==> src/rtl/bitstream_decoder.sv <==
// Stochastic bitstream to binary decoder: counts ones over 2^N qualified samples.
// Define BITSTREAM_DECODER_BIPOLAR_EN for bipolar (2*ones-2^N) output encoding.
module bitstream_decoder #(
  parameter int N = 8
) (
  input  logic         clk,
  input  logic         n_rst,
  input  logic         start,
  input  logic         bit_in,
  input  logic         bit_valid,
  output logic         busy,
  output logic [N+1:0] value,
  output logic         value_valid,
  input  logic         value_ready
);

  typedef enum logic [1:0] {
    IDLE,
    COUNT,
    DONE
  } state_t;

  state_t       state;
  state_t       state_nxt;
  logic [N:0]   ones;
  logic [N-1:0] samples;
  logic [N:0]   ones_fin;
  logic [N+1:0] result;
  logic         hs;
  logic         clr;
  logic         take;
  logic         last;

  assign hs       = (state == DONE) && value_ready;
  assign take     = (state == COUNT) && !start && bit_valid;
  assign last     = take && (samples == {N{1'b1}});
  assign clr      = start && ((state != DONE) || hs);
  assign ones_fin = ones + (N+1)'(bit_in);

`ifdef BITSTREAM_DECODER_BIPOLAR_EN
  localparam logic [N+1:0] OFFS = (N+2)'(2**N);
  assign result = {ones_fin, 1'b0} - OFFS;
`else
  assign result = {1'b0, ones_fin};
`endif

  // State register
  always_ff @(posedge clk or negedge n_rst) begin
    if (!n_rst) state <= IDLE;
    else        state <= state_nxt;
  end

  // Next-state logic; start wins over the last sample and restarts the window
  always_comb begin
    state_nxt = state;
    unique case (state)
      IDLE:    if (start) state_nxt = COUNT;
      COUNT:   if (start) state_nxt = COUNT;
               else if (last) state_nxt = DONE;
      DONE:    if (hs) state_nxt = start ? COUNT : IDLE;
      default: state_nxt = IDLE;
    endcase
  end

  // Window counters: cleared on an accepted start, advanced per qualified sample
  always_ff @(posedge clk or negedge n_rst) begin
    if (!n_rst) begin
      ones    <= '0;
      samples <= '0;
    end else if (clr) begin
      ones    <= '0;
      samples <= '0;
    end else if (take) begin
      ones    <= ones_fin;
      samples <= samples + 1'b1;
    end
  end

  // Result register, loaded with the final bit included
  always_ff @(posedge clk or negedge n_rst) begin
    if (!n_rst)    value <= '0;
    else if (last) value <= result;
  end

  assign busy        = (state == COUNT);
  assign value_valid = (state == DONE);

endmodule

==> config.mk <==
export PLATFORM = sky130hd
export DESIGN_NAME = bitstream_decoder
export DESIGN_NICKNAME = d
export VERILOG_FILES = /design/src/rtl/bitstream_decoder.sv
export SDC_FILE = /design/constraint.sdc
export NUM_CORES = 1
export LEC_CHECK = 0
export ABC_AREA = 1
export BUFFER_PORTS_ARGS = -buffer_cell sky130_fd_sc_hd__clkbuf_2
export CORE_MARGIN = 2
export CORE_UTILIZATION = 60
export CTS_CLUSTER_DIAMETER = 80
export DETAILED_ROUTE_END_ITERATION = 8
export PLACE_DENSITY = 0.82
export SLEW_MARGIN = 20
export SYNTH_ARGS = -nofsm -noshare
export SYNTH_HDL_FRONTEND = slang
export SYNTH_SLANG_ARGS = --single-unit
export TNS_END_PERCENT = 1
==> constraint.sdc <==
create_clock -name clk -period 4.1 [get_ports clk]
set_input_delay 0.82 -clock clk [delete_from_list [all_inputs] [get_ports clk]]
set_output_delay 0.82 -clock clk [all_outputs]
set_load 0.005 [all_outputs]
==> metrics, run 1 <==
post-synthesis register bit count=28; Syn. warnings=0; most frequent cells after synthesis=73 x nand2_1, 28 x dfrtp_1, 18 x inv_1; standard cell area after detailed placement=around 1600 um^2; number of H-tree levels=1; # clock sinks=28; leakage=0.8809 nW; largest cells by area after synthesis=dfrtp_1 45%, nand2_1 18%, inv_1 4.4%; count of input and output buffers=16; Critical Path RT=~3300 ps; maximum buffer depth of the clock tree=2; initial DRC count=23; Max Fclk=~0.52 GHz; Nets=between 200 and 250; Peak VDD IR=247.2 uV; # hold bufs at CTS=0; number of antenna repair diodes=0; prevailing post-synth register cell=dfrtp_1; part of the total power dissipated in combinational logic=0.075; number of vias per cell after detailed routing=5.174; crit path capture type=primary output; post-synthesis async set-or-reset flop share=1.000; final setup TNS=0 ps; mean post-synth cell area=8.149 um^2; post-synthesis net count=198; Post-Layout Inst Area=1650 um^2; pin count of the biggest net entering global routing=29; Max-slew headroom=0.5372; start-to-end type of the worst setup path=reg2out; transition at the pin with the smallest max-transition slack=694.2 ps; pre-CTS setup slack=1885 ps; outcome=completed; cell type with the highest aggregate area in the netlist=dfrtp_1; crit start category=register; share of post-route cells with drive strength above 1=0.1951; Unique masters post-synth=26; arrival time worst endpoint=~1100 ps; clock network latency to the later pin of the worst-skew pair=about 330 ps; number of cells on the worst hold path=2; die area=2988 um^2; grt ovf=0; Clock transition at path regs=150 ps; cell area after synthesis=approximately 1500 um^2; worst hold margin=approximately 500 ps; Die H=54.67 um; count of flip-flops with a built-in enable after synthesis=0; max cap viols=0; final worst path period share=0.4728; vias in the first global route=about 1,200; number of search-and-repair iterations in the first detailed-routing pass=4; final hold viol count=0; path type of the worst min-delay path=reg2reg; clock tree from TritonCTS=done; DRC Markers=0; fraction of post-synthesis cell area in the top cell type by area=0.4549; Mapped Cells=189; ports placed on the boundary=18; root buffer cell=clkbuf_4; routability congestion estimate from global placement=0.8610; clock network fraction of design power=0.300; final setup fails=0; total power density per cell area=274.8 nW/um^2; largest clock skew in the final design=around 6 ps; Crit Path Max Fanout=3; core area=2455 um^2; smallest setup slack after layout=2162 ps; sw frac=0.2429; share of synthesized area occupied by flip-flops and latches=0.4549; first-pass GRT wire length=5085 um; clock buffers created by TritonCTS=3; detailed-placement wirelength estimate=2189 um; die width=54.67 um; RSZ-0062 raised after global routing=false; Antenna Nets Post-Route=0; synthesis-to-layout area growth=7.148%; total number of vias=about 1,200; total global-route track usage=0.2408; # Post-CTS Setup Buffers=0; Final Slew Violations=0; sequential power share=0.625; logic depth of the worst register-to-register path=6; Power Internal=343.3 uW; Min Clock Period, post-route=1938 ps; most common cell in the synthesized netlist=nand2_1; Resize count post-CTS=0; NetSw=110.1 uW; WL final=2962 um; Std-Cell Rows=18; initial cell density of the core=0.6274; routed len/inst=around 13 um; initial antenna violation count=0
[flip-flops by register name, indices dropped and copies added (netlist names)]
signal	cells
ones	9
value	9
samples	8
state	2
[critical path, cell delays in order (launching register included)]
cell and delay [ps]:
dfrtp_1 480, inv_2 80, nor2_4 110, clkbuf_2 130
[placed cells by master, fill, tap and decap left out, drive strengths merged]
cell | synthesis | layout
nand3b | 1 | 1
o21bai | 2 | 2
ha | 3 | 3
nand2 | 80 | 80
inv | 21 | 21
nand4 | 3 | 3
dfrtp | 28 | 28
xor2 | 4 | 4
xnor2 | 2 | 2
nand3 | 14 | 14
nor2 | 12 | 12
o211ai | 1 | 1
clkbuf | 0 | 20
o21ai | 13 | 13
conb | 1 | 1
[path summary, 6_finish.rpt]
path / startpoint / endpoint / slack (ps)
min in group asynchronous: n_rst / ones[4]$_DFFE_PN0P_ / 510
max: state[0]$_DFFE_PN0P_ / busy / 2160
max reg2reg: state[1]$_DFFE_PN0P_ / value[1]$_DFFE_PN0P_ / 2430
min reg2reg: value[4]$_DFFE_PN0P_ / value[4]$_DFFE_PN0P_ / 500
min: value[4]$_DFFE_PN0P_ / value[4]$_DFFE_PN0P_ / 500
max in group asynchronous: n_rst / ones[2]$_DFFE_PN0P_ / 3160
[layout make-up]
type | count | area, um^2
timing repair buffer | 16 | 80.08
sequential | 28 | 700.7
inverter | 21 | 81.33
fill | 201 | 804.5
clock buffer | 4 | 36.28
multi-input combinational | 136 | 714.4
tap | 30 | 37.54
[metal layers]
metal | global-route usage | routed length (um) | vias up | part of all wire
li1 | - | - | 620 | -
met1 | 0.2822 | 1335 | 581 | 0.45
met2 | 0.4425 | 1536 | 13 | 0.52
met3 | 0.02459 | 63 | 2 | 0.021
met4 | 0.09583 | 27 | 0 | 0.0091
met5 | 0 | 0 | - | 0
[power groups by stage]
| stage | Combinational (mW) | Sequential [mW] | Clock [mW] |
|---|---|---|---|
| floorplan | 0.0243 | 0.288 | 0 |
| global placement | 0.0331 | 0.288 | 0 |
| detailed placement | 0.0346 | 0.289 | 0 |
| CTS | 0.0344 | 0.284 | 0.137 |
| global route | 0.0388 | 0.284 | 0.143 |
| finish | 0.0341 | 0.284 | 0.136 |
[cell families after synthesis]
family | Yosys count | synth area share
AND/OR/NAND/NOR | 110 | 0.3387
flip-flops | 28 | 0.4549
buffers and inverters | 25 | 0.08123
AO/OA/AOI/OAI | 16 | 0.06418
XOR/XNOR | 6 | 0.03412
adder cells (fa/ha/maj) | 3 | 0.02437
other | 1 | 0.002435
[per-stage QoR]
step	util	std cells	power, mW
detailed placement	0.6575	231	0.3232
CTS	0.6723	235	0.4546
floorplan	-	189	0.3122
global placement	0.6575	231	0.3214
global route	0.6723	235	0.4661
finish	0.6723	235	0.4535
Power figures use the tool's default switching activity.
==> run 2: changes to the inputs <==
Settings changed: CORE_UTILIZATION 60 to 51, PLACE_DENSITY 0.82 to 0.74.
Clock period 4.1 ns to 1.7 ns, I/O delays scaled along.
==> run 2 against run 1 <==
  * Die area increased by 16%
  * Core utilization decreased by 8.6 points
  * Combinational power increased by 150%
  * Clock skew decreased by 1.8 ps
  * Critical path type is now reg2reg
  * Critical endpoint is now value[1]$_DFFE_PN0P_
  * Clock power increased by 96%
  * Register-to-register slack got worse by 2200 ps
  * Sequential share of layout area increased by 0.13 points
  * Non-clock buffer count increased by 1
  * Worst hold slack got worse by 450 ps
  * Global-route usage decreased by 4.7 points
  * Routed wire length decreased by 0.74%
  * Final cell count increased by 0.43%
==> metrics, run 2 (same netlist as run 1, synthesis figures left out) <==
outcome=completed; DRC Markers=0; clock tree from TritonCTS=done; final setup fails=0; Max Fclk=0.6658 GHz; die width=slightly below 60 um; crit path capture type=register; Final Slew Violations=0; NetSw=between 200 and 300 uW; # Post-CTS Setup Buffers=0; vias in the first global route=1,239; max cap viols=0; crit start category=register; Die H=between 50 and 60 um; root buffer cell=clkbuf_4; Peak VDD IR=396.5 uV; total power density per cell area=628.2 nW/um^2; number of H-tree levels=1; share of post-route cells with drive strength above 1=0.1951; Regs by FF count=ones x9, value x9, samples x8; sequential power share=0.661; Critical Path RT=1920 ps; initial antenna violation count=0; number of search-and-repair iterations in the first detailed-routing pass=4; arrival time worst endpoint=1720 ps; detailed-placement wirelength estimate=2153 um; total global-route track usage=0.1933; clock buffers created by TritonCTS=3; fraction of the core area covered by cells at the end of the flow=0.5865; Std-Cell Rows=19; RSZ-0062 raised after global routing=false; final hold viol count=0; DR WL met2=1430 um; clock network fraction of design power=0.257; top routing layer used=met4; # clock sinks=28; cell-by-cell listing of the critical path=ha_1, nand3_1, inv_1, nand3_2, nand2_1, o21ai_2; Power Internal=around 800 uW; Resize count post-CTS=0; number of placed instances, taps included=between 200 and 250; part of the total power dissipated in combinational logic=0.082; start-to-end type of the worst setup path=reg2reg; maximum buffer depth of the clock tree=2; Post-Route M1 WL=1401 um; total number of vias=approximately 1,200; CP max stage cell=dfrtp_1; count of input and output buffers=16; initial DRC count=41; sw frac=0.2445; filler cell count in the final layout=265; pre-CTS setup slack=124.8 ps; number of antenna repair diodes=0; Clock transition at path regs=140 ps; Crit Path Max Fanout=13; grt ovf=0; biggest cell delay along the critical path=410 ps; final worst path period share=0.8835; routed len/inst=12.46 um; routability congestion estimate from global placement=0.8274; clock network latency to the later pin of the worst-skew pair=320 ps; number of vias per cell after detailed routing=approximately 5.1; smallest setup slack after layout=between 150 and 200 ps; top library cells by usage in the layout, fill and taps aside=73 x nand2_1, 28 x dfrtp_1, 18 x inv_1, 16 x clkbuf_2, 11 x nand3_1; core area=2805 um^2; initial cell density of the core=0.5491; leakage=0.8789 nW; pin count of the biggest net entering global routing=29; WL final=~3000 um; largest clock skew in the final design=4.235 ps; non-filler instance count after layout=236; commonest non-fill, non-tap cell in the layout=nand2_1; Min Clock Period, post-route=1502 ps; first-pass GRT wire length=5202 um; ports placed on the boundary=18; die area=3476 um^2; final setup TNS=0 ps; Nets=between 200 and 250; Max-slew headroom=0.5241; transition at the pin with the smallest max-transition slack=713.8 ps; Antenna Nets Post-Route=0; met3 layer wire length in the routed design=between 60 and 70 um; path type of the worst min-delay path=in2async; synthesis-to-layout area growth=6.824%; # hold bufs at CTS=0
==> run 2: cell types whose count changed in the layout (fill, tap and decap cells not counted) <==
cell      previous run  this run
buf_4                0         1
clkbuf_8             1         0
==> run 2: critical path, delay by kind of cell, from the launching register on <==
| kind | cells | cell delay, ps |
|---|---|---|
| AND/OR/NAND/NOR | 3 | 570 |
| flip-flops | 1 | 410 |
| adder cells (fa/ha/maj) | 1 | 240 |
| buffers and inverters | 1 | 110 |
| AO/OA/AOI/OAI | 1 | 60 |
==> run 2: final timing paths <==
kind	startpoint	to	slack, ps	depth (start not counted)
worst min register to register	value[6]$_DFFE_PN0P_	value[6]$_DFFE_PN0P_	490	2
min in group clk	value_ready	state[1]$_DFFE_PN0P_	310	4
max in group asynchronous	n_rst	value[4]$_DFFE_PN0P_	1210	1
worst max-delay path	samples[0]$_DFFE_PN0P_	value[1]$_DFFE_PN0P_	200	6
worst max register to register	samples[0]$_DFFE_PN0P_	value[1]$_DFFE_PN0P_	200	6
worst min-delay path	n_rst	samples[2]$_DFFE_PN0P_	40	1
==> run 2: per-layer routing <==
layer,vias up,global-route usage
met4,0,0.09416
met2,16,0.3190
met3,5,0.02198
li1,618,-
met1,560,0.2525
met5,-,0
==> run 2: cell type report <==
cell class	count	area [um^2]	area share
inverters	21	81.33	0.04943
multi-input cells	136	714.4	0.4342
clock buffers	3	22.52	0.01369
flip-flops and latches	28	700.7	0.4259
repair buffers	17	87.58	0.05323
well taps	31	38.79	0.02357
==> run 2: power groups by stage <==
stage	clock, mW	combinational [mW]	sequential, mW
6_report	0.266	0.0843	0.683
5_1_grt	0.291	0.0967	0.685
4_1_cts	0.277	0.0863	0.683
3_5_place_dp	0	0.0862	0.696
3_3_place_gp	0	0.0828	0.695
2_1_floorplan	0	0.0586	0.694
==> run 2: stage by stage <==
step                power (mW)  hold slack [ps]  cell area, um^2
finish                   1.034            42.94             1645
floorplan               0.7531            44.41             1540
CTS                      1.047            63.98             1645
global route             1.073            79.13             1645
detailed placement      0.7821            430.0             1623
global placement        0.7776            414.6             1623
==> run 3: changes to the inputs <==
Settings changed: MAX_ROUTING_LAYER set to met4.
==> run 3 against run 2 <==
  * Critical path depth unchanged
  * Die area unchanged
  * Total power hardly changed
  * Clock-buffer cell count unchanged
  * Sequential share of layout area unchanged
  * Combinational power about the same
  * Non-clock buffer count unchanged
  * Critical endpoint unchanged
  * Highest routed layer unchanged
==> metrics, run 3 (same netlist as run 1, synthesis figures left out) <==
DRC Markers=0; Min Clock Period, post-route=about 1500 ps; start-to-end type of the worst setup path=reg2reg; number of search-and-repair iterations in the first detailed-routing pass=4; Peak VDD IR=slightly below 400 uV; ports placed on the boundary=18; standard cell area after detailed placement=1623 um^2; Max-slew headroom=0.5241; Nets=around 220; transition at the pin with the smallest max-transition slack=just over 700 ps; clock network fraction of design power=0.257; die area=about 3500 um^2; path type of the worst min-delay path=in2async; initial DRC count=39; clock network latency to the later pin of the worst-skew pair=320 ps; share of post-route cells with drive strength above 1=0.1951; number of buffers and inverters on the critical path=1; crit path capture type=register; Multi-input gate area=714.4 um^2; number of placed instances, taps included=between 200 and 250; detailed-placement wirelength estimate=2153 um; final setup TNS=0 ps; synthesis-to-layout area growth=6.824%; number of H-tree levels=1; Critical Path RT=1920 ps; core area=2805 um^2; Crit Path Max Fanout=13; sw frac=0.2446; Max Fclk=0.6658 GHz; count of input and output buffers=16; # hold bufs at CTS=0; initial cell density of the core=0.5491; # Post-CTS Setup Buffers=0; Regs by FF count=ones x9, value x9, samples x8; routability congestion estimate from global placement=0.8399; RSZ-0062 raised after global routing=false; Resize count post-CTS=0; cell-by-cell listing of the critical path=ha_1, nand3_1, inv_1, nand3_2, nand2_1, o21ai_2; max cap viols=0; clock tree from TritonCTS=done; # clock sinks=28; Antenna Nets Post-Route=0; top library cells by usage in the layout, fill and taps aside=73 x nand2_1, 28 x dfrtp_1, 18 x inv_1, 16 x clkbuf_2, 11 x nand3_1; cell family with the largest share of critical-path delay=simple AND/OR/NAND/NOR gates; startpoint of the most critical setup path=samples[0]$_DFFE_PN0P_; initial antenna violation count=0; total global-route track usage=0.1991; register cell area after layout=approximately 700 um^2; part of the total power dissipated in combinational logic=0.082; origin of the critical flop-to-flop path=samples[0]$_DFFE_PN0P_; NetSw=252.8 uW; outcome=completed; pin count of the biggest net entering global routing=29; number of antenna repair diodes=0; final setup fails=0; Std-Cell Rows=19; Final Slew Violations=0; final hold viol count=0; CP max stage cell=dfrtp_1; arrival time worst endpoint=between 1500 and 2000 ps; maximum buffer depth of the clock tree=2; leakage=slightly below 0.9 nW; clock buffers created by TritonCTS=3; largest clock skew in the final design=roughly 4.2 ps; non-filler instance count after layout=236; worst hold margin=42.89 ps; grt ovf=0; fraction of the core area covered by cells at the end of the flow=0.5865; WL final=2934 um; commonest non-fill, non-tap cell in the layout=nand2_1; filler cell count in the final layout=between 200 and 300; crit start category=register; number of vias per cell after detailed routing=5.068; total number of vias=1,196; Power Internal=780.9 uW; first-pass GRT wire length=5202 um; final worst path period share=0.8834; sequential power share=0.661; Die H=58.96 um; vias in the first global route=1,240; biggest cell delay along the critical path=410 ps; total power density per cell area=approximately 630 nW/um^2; root buffer cell=clkbuf_4; Clock transition at path regs=140 ps; routed len/inst=12.43 um; Post-Layout Inst Area=1645 um^2; die width=58.96 um
## run 3: cell counts in the layout (fill, tap and decap cells not counted)
No cell type changed its count.
## run 3: cell type report
type / instances / share of cell area
Timing Repair Buffer: 17 / 0.05323
Inverter: 21 / 0.04943
Tap cell: 31 / 0.02357
Multi-Input combinational cell: 136 / 0.4342
Sequential cell: 28 / 0.4259
Clock buffer: 3 / 0.01369
## run 3: power by group through the flow
stage | Combinational (mW) | Clock [mW] | Sequential, mW
after floorplan | 0.0586 | 0 | 0.694
after global placement | 0.0828 | 0 | 0.695
after detailed placement | 0.0862 | 0 | 0.696
after CTS | 0.0863 | 0.277 | 0.683
after global routing | 0.0967 | 0.291 | 0.685
final | 0.0843 | 0.266 | 0.683
## run 3: final timing paths
path	to	slack (ps)	depth (start not counted)
min in group clk	state[1]$_DFFE_PN0P_	310	4
hold reg to reg	value[6]$_DFFE_PN0P_	490	2
setup / recovery	value[1]$_DFFE_PN0P_	200	6
setup reg to reg	value[1]$_DFFE_PN0P_	200	6
hold / removal	samples[2]$_DFFE_PN0P_	40	1
max in group asynchronous	value[4]$_DFFE_PN0P_	1210	1
## run 3: worst register-to-register path, stage by stage (launching register included)
cell     delay, ps
dfrtp_1        410
ha_1           240
nand3_1        140
inv_1          110
nand3_2        270
nand2_1        170
o21ai_2         60
## run 3: metrics by stage
step / power (mW) / setup slack [ps]
floorplan: 0.7531 / 414.5
finish: 1.034 / 198.1
CTS: 1.047 / 179.3
global route: 1.073 / 13.90
global placement: 0.7776 / 244.5
detailed placement: 0.7821 / 124.8
## run 3: routing by layer
layer	global-route usage	share of wire	vias up	wire length [um]
met5	-	0	-	0
met4	0.09416	0.015	0	45
met3	0.02198	0.020	5	60
met2	0.3190	0.49	14	1427
met1	0.2525	0.48	559	1401
li1	-	-	618	-
